[config.mk]
export PLATFORM = sky130hd
export DESIGN_NAME = pipe_pattern_engine
export DESIGN_NICKNAME = d
export VERILOG_FILES = /design/src/rtl/pipe_pattern_engine.sv
export SDC_FILE = /design/constraint.sdc
export NUM_CORES = 2
export LEC_CHECK = 0
export CAP_MARGIN = 20
export CORE_MARGIN = 1.5
export CORE_UTILIZATION = 52
export CTS_BUF_LIST = sky130_fd_sc_hd__clkbuf_16
export CTS_CLUSTER_DIAMETER = 60
export DETAILED_ROUTE_END_ITERATION = 6
export PLACE_DENSITY_LB_ADDON = 0.3
export SLEW_MARGIN = 25
export SYNTH_ARGS = -nofsm -noshare
export SYNTH_HDL_FRONTEND = slang
export SYNTH_SLANG_ARGS = --single-unit
[constraint.sdc]
create_clock -name sys_clk -period 3.2 [get_ports sys_clk]
set_input_delay 0.48 -clock sys_clk [delete_from_list [all_inputs] [get_ports sys_clk]]
set_output_delay 0.48 -clock sys_clk [all_outputs]
set_load 0.01 [all_outputs]
[src/rtl/pipe_pattern_engine.sv]
// Pattern generator/checker for pipe throughput and integrity tests on sys_clk.
// The generator feeds the F2P FIFO, and the checker drains the P2F FIFO against the same pattern.
module pipe_pattern_engine #(
    parameter int DATA_W = 128,
    parameter int CNT_W  = 32
) (
    input  logic              sys_clk,
    input  logic              rst,
    input  logic [1:0]        mode,
    input  logic [31:0]       seed,
    input  logic [CNT_W-1:0]  gen_len,
    input  logic [CNT_W-1:0]  chk_len,
    input  logic              start,
    input  logic              stop,
    input  logic              gen_full,
    output logic              gen_wr_en,
    output logic [DATA_W-1:0] gen_din,
    input  logic              chk_empty,
    output logic              chk_rd_en,
    input  logic [DATA_W-1:0] chk_dout,
    input  logic              chk_valid,
    output logic [CNT_W-1:0]  gen_count,
    output logic [CNT_W-1:0]  chk_count,
    output logic [CNT_W-1:0]  err_count,
    output logic [CNT_W-1:0]  first_err_idx,
    output logic [DATA_W-1:0] first_err_data,
    output logic              err_flag,
    output logic              gen_done,
    output logic              chk_done
);

    localparam int LANES = DATA_W / 32;

    // DRAIN is the one checker cycle after stop that still accepts a late chk_valid.
    typedef enum logic [1:0] {IDLE, RUN, DRAIN, DONE} state_t;

    function automatic logic [31:0] lfsr_step(input logic [31:0] s);
        return {s[30:0], s[31] ^ s[21] ^ s[1] ^ s[0]};
    endfunction

    function automatic logic [DATA_W-1:0] first_word(input logic [1:0] m, input logic [31:0] s);
        logic [31:0] lane;
        lane = (m == 2'b01 && s == 32'h0) ? 32'h1 : s;
        case (m)
            2'b01, 2'b10: return {LANES{lane}};
            default:      return DATA_W'(s);
        endcase
    endfunction

    function automatic logic [DATA_W-1:0] next_word(input logic [1:0] m, input logic [DATA_W-1:0] w);
        case (m)
            2'b01:   return {LANES{lfsr_step(w[31:0])}};
            2'b10:   return w;
            default: return w + DATA_W'(1);
        endcase
    endfunction

    // Generator
    state_t            gen_state;
    logic [1:0]        gen_mode;
    logic [CNT_W-1:0]  gen_len_r;
    logic [DATA_W-1:0] gen_word;

    assign gen_wr_en = (gen_state == RUN) && !gen_full;
    assign gen_din   = gen_word;
    assign gen_done  = (gen_state == DONE);

    // NOTE: sequential state uses non-blocking assignments so every register samples pre-edge values.
    always_ff @(posedge sys_clk) begin
        if (rst) begin
            gen_state <= IDLE;
            gen_mode  <= 2'b00;
            gen_len_r <= '0;
            gen_word  <= '0;
            gen_count <= '0;
        end else if (start) begin
            gen_state <= RUN;
            gen_mode  <= mode;
            gen_len_r <= gen_len;
            gen_word  <= first_word(mode, seed);
            gen_count <= '0;
        end else if (gen_state == RUN) begin
            if (gen_wr_en) begin
                gen_count <= gen_count + CNT_W'(1);
                gen_word  <= next_word(gen_mode, gen_word);
            end
            if (stop || (gen_wr_en && gen_len_r != '0 && gen_count + CNT_W'(1) == gen_len_r))
                gen_state <= DONE;
        end
    end

    // Checker
    state_t            chk_state;
    logic [1:0]        chk_mode;
    logic [CNT_W-1:0]  chk_len_r;
    logic [CNT_W-1:0]  issued;
    logic [DATA_W-1:0] exp_word;
    logic              chk_active;
    logic              mismatch;
    logic              last_word;

    assign chk_rd_en  = (chk_state == RUN) && !chk_empty && (chk_len_r == '0 || issued < chk_len_r);
    assign chk_done   = (chk_state == DONE);
    assign chk_active = chk_valid && (chk_state == RUN || chk_state == DRAIN);
    assign mismatch   = chk_active && (chk_dout != exp_word);
    assign last_word  = chk_active && chk_len_r != '0 && chk_count + CNT_W'(1) == chk_len_r;

    always_ff @(posedge sys_clk) begin
        if (rst) begin
            chk_state      <= IDLE;
            chk_mode       <= 2'b00;
            chk_len_r      <= '0;
            issued         <= '0;
            exp_word       <= '0;
            chk_count      <= '0;
            err_count      <= '0;
            first_err_idx  <= '0;
            first_err_data <= '0;
            err_flag       <= 1'b0;
        end else if (start) begin
            chk_state      <= RUN;
            chk_mode       <= mode;
            chk_len_r      <= chk_len;
            issued         <= '0;
            exp_word       <= first_word(mode, seed);
            chk_count      <= '0;
            err_count      <= '0;
            first_err_idx  <= '0;
            first_err_data <= '0;
            err_flag       <= 1'b0;
        end else begin
            if (chk_rd_en)
                issued <= issued + CNT_W'(1);
            if (chk_active) begin
                chk_count <= chk_count + CNT_W'(1);
                exp_word  <= next_word(chk_mode, exp_word);
            end
            if (mismatch) begin
                if (err_count != {CNT_W{1'b1}})
                    err_count <= err_count + CNT_W'(1);
                if (!err_flag) begin
                    err_flag       <= 1'b1;
                    first_err_idx  <= chk_count;
                    first_err_data <= chk_dout;
                end
            end
            case (chk_state)
                RUN: begin
                    if (last_word)
                        chk_state <= DONE;
                    else if (stop)
                        chk_state <= DRAIN;
                end
                DRAIN:   chk_state <= DONE;
                default: ;
            endcase
        end
    end

endmodule

==> impl_results.md <==
* YS warnings at 0
* Peak supply drop at 396 uV
* Fmax achieved at 301 MHz
* Row count at 98
* WL final at 189000 um
* Initial drt markers at 7556
* NumNets Final at 5962
* Worst Setup SP: exp_word[105]
* Starting Density at 0.524
* Drt first pass iters at 7
* Final setup margin at -0.118 ns
* Syn_area_per_cell at 7.81 um2
* Leak at 18.8 nW
* Sum of negative setup slack at -2.68 ns
* Post-Synthesis Cells at 4787
* Largest net degree at the start of global routing at 164
* Worst reg2reg startpoint: exp_word[105]
* Hold Slack at 0.295 ns
* Critical path required time at 3.70 ns
* Post-synth EDFFs at 0
* HP Class: in -> reg
* Worst skew pair latency at 0.64 ns
* Vias in the first global route at 41498
* Worst-margin pin slew at 1.11 ns
* Remaining DRCs at 27
* DR vias at 45455
* Vias per std cell at 6.78
* PortBufs at 621
* Grt total ovfl at 0
* Register bit total from synthesis at 615
* Die X at 271 um
* Skew final at 0.0304 ns
* Slew HR at 0.262
* Num ports at 622
* CP endpoint kind: register
* CTS Buffer Depth at 3
* Async S/R FF share, synth at 0
* Synth unique cells at 88
* Root buffer cell: clkbuf_16
* Die H at 271 um
* Clock Sinks at 615
* Most common cell after layout, fill and taps aside: clkdlybuf4s50_1
* Mapped Nets at 5061
* Commonest cells after routing, fill and taps aside: 618 x clkdlybuf4s50_1, 609 x dfxtp_1, 559 x buf_4
* Min-delay src: rst
* Final setup violation count at 97
* Worst-path fanout max at 29
* Area delta synth->final at 35.4%
* Routed Antenna Nets at 0
* First-pass GRT wire length at 273000 um
* Final HPWL DP at 146000 um
* Post-Layout Cell Count at 6703
* Finished Cell Area at 50600 um2
* Tmin final at 3.32 ns
* Fraction of layout cells with a size suffix above 1 at 0.140
* Commonest register cell after synthesis: dfxtp_1
* Worst path arrival time at 3.82 ns
* TritonCTS Buffers at 76
* Sequential fraction of the synthesis area at 0.329
* Status: finished with violations
* Period Utilization, post-route at 1.04
* Worst-path clk slew at 0.06 ns
* Slew Viols, Final at 0
* Maxcap violations at 0
* Power Density at 430 nW/um2
* Synthesized area at 37400 um2
* Crit Path Category: reg -> reg
* Routability cong. at 1.12
* CTS tree: yes
* Violated checks: DRC, setup timing
* Placement Cell Area at 48100 um2
* H-tree lvl count at 3
* Avg WL per Cell at 28.2 um
* Core Area at 71400 um2
* Final Hold Viols at 0
* Fill cell total of the finished layout at 5736
* Die area at 73500 um2
* RSZ-0062 raised after global routing: no
* Initial antenna violation count at 13
* Placed Cells at 6557
* Crit path launch type: register
* Gr usage total at 0.489
per-stage QoR:
stage               power [mW]   util  setup slack, ns
global route              22.2  0.709          0.00372
floorplan                 10.7      -            0.388
finish                    21.8  0.709           -0.118
detailed placement        13.2  0.674           -0.423
global placement          13.1  0.674           -0.477
CTS                       21.5  0.708           0.0724
logic make-up after synthesis:
| kind of cell | share of synthesized area |
|---|---|
| buffers and inverters | 0.0496 |
| AND/OR/NAND/NOR | 0.265 |
| AO/OA/AOI/OAI | 0.194 |
| adder cells (fa/ha/maj) | 0.0137 |
| multiplexers | 0.0748 |
| XOR/XNOR | 0.0731 |
| flip-flops | 0.329 |
worst max-delay path: stages, from the launching register on:
cell and delay (ns):
dfxtp_1 0.64, xor2_1 0.15, buf_4 0.16, nor4_1 0.56, nand4_1 0.28, nor4_2 0.43, buf_12 0.16, buf_4 0.17
a211o_1 0.18, buf_12 0.18, o311ai_0 0.15, o41ai_1 0.12
sequential cells by signal, summed over array words and instances (netlist names):
name	flops
first_err_idx	32
gen_din	128
chk_state	2
chk_count	32
gen_count	32
chk_mode	2
err_count	32
first_err_data	128
exp_word	128
gen_len_r	32
gen_state	2
err_flag	1
issued	32
chk_len_r	32
synth_stat cells, types with 38 or more instances:
master	count	share of area
buf_2	41	0.0055
o31ai_1	45	0.0090
or4_1	45	0.0090
and4_1	54	0.013
mux2i_1	277	0.074
nor2_1	554	0.056
ha_1	41	0.014
a21oi_1	301	0.040
a311oi_1	48	0.011
nor3_1	142	0.019
nand4_1	187	0.031
xor2_1	198	0.046
nor4_1	121	0.020
or3_1	71	0.012
buf_1	41	0.0041
o21ai_0	263	0.035
inv_1	90	0.0090
nand3_1	230	0.031
dfxtp_1	615	0.33
nand2_1	336	0.034
a211oi_1	38	0.0076
and3_1	73	0.012
xnor2_1	114	0.027
o21bai_1	44	0.0088
a31oi_1	118	0.020
clkbuf_1	296	0.030
routing by layer:
layer	global-route usage	up-vias	share of wire
met2	0.715	3734	0.41
met5	0	-	0.00040
met1	0.628	21429	0.37
met3	0.166	810	0.15
li1	-	19472	-
met4	0.278	10	0.069
path summary, 6_finish.rpt:
kind / end / cells past startpoint / slack [ns]
worst max-delay path: err_count[5] / 11 / -0.12
worst min-delay path: chk_len_r[7] / 2 / 0.30
worst max register to register: err_count[5] / 11 / -0.12
worst min register to register: gen_din[127] / 2 / 0.49
cell type report:
class	instances	area, um2	share of cell area
Multi-Input combinational cell	3696	23400	0.463
Sequential cell	615	12300	0.243
Timing Repair Buffer	1208	11000	0.217
Clock buffer	79	1980	0.0390
Tap cell	950	1190	0.0235
Clock inverter	57	385	0.00761
Inverter	91	342	0.00675
Antenna cell	7	17.5	0.000346
power by group:
part | switching, mW | internal, mW | total, mW
Combinational | 2.77 | 2.00 | 4.78
Sequential | 0.576 | 8.01 | 8.59
Clock | 3.70 | 4.72 | 8.42
timing repair:
item	4_1_cts	5_1_grt
buffers inserted	1	2
pin swaps	3	3
hold buffers	0	0
setup endpoints to repair	1	81
resized for setup	13	10
(Power assumes the default switching activity.)
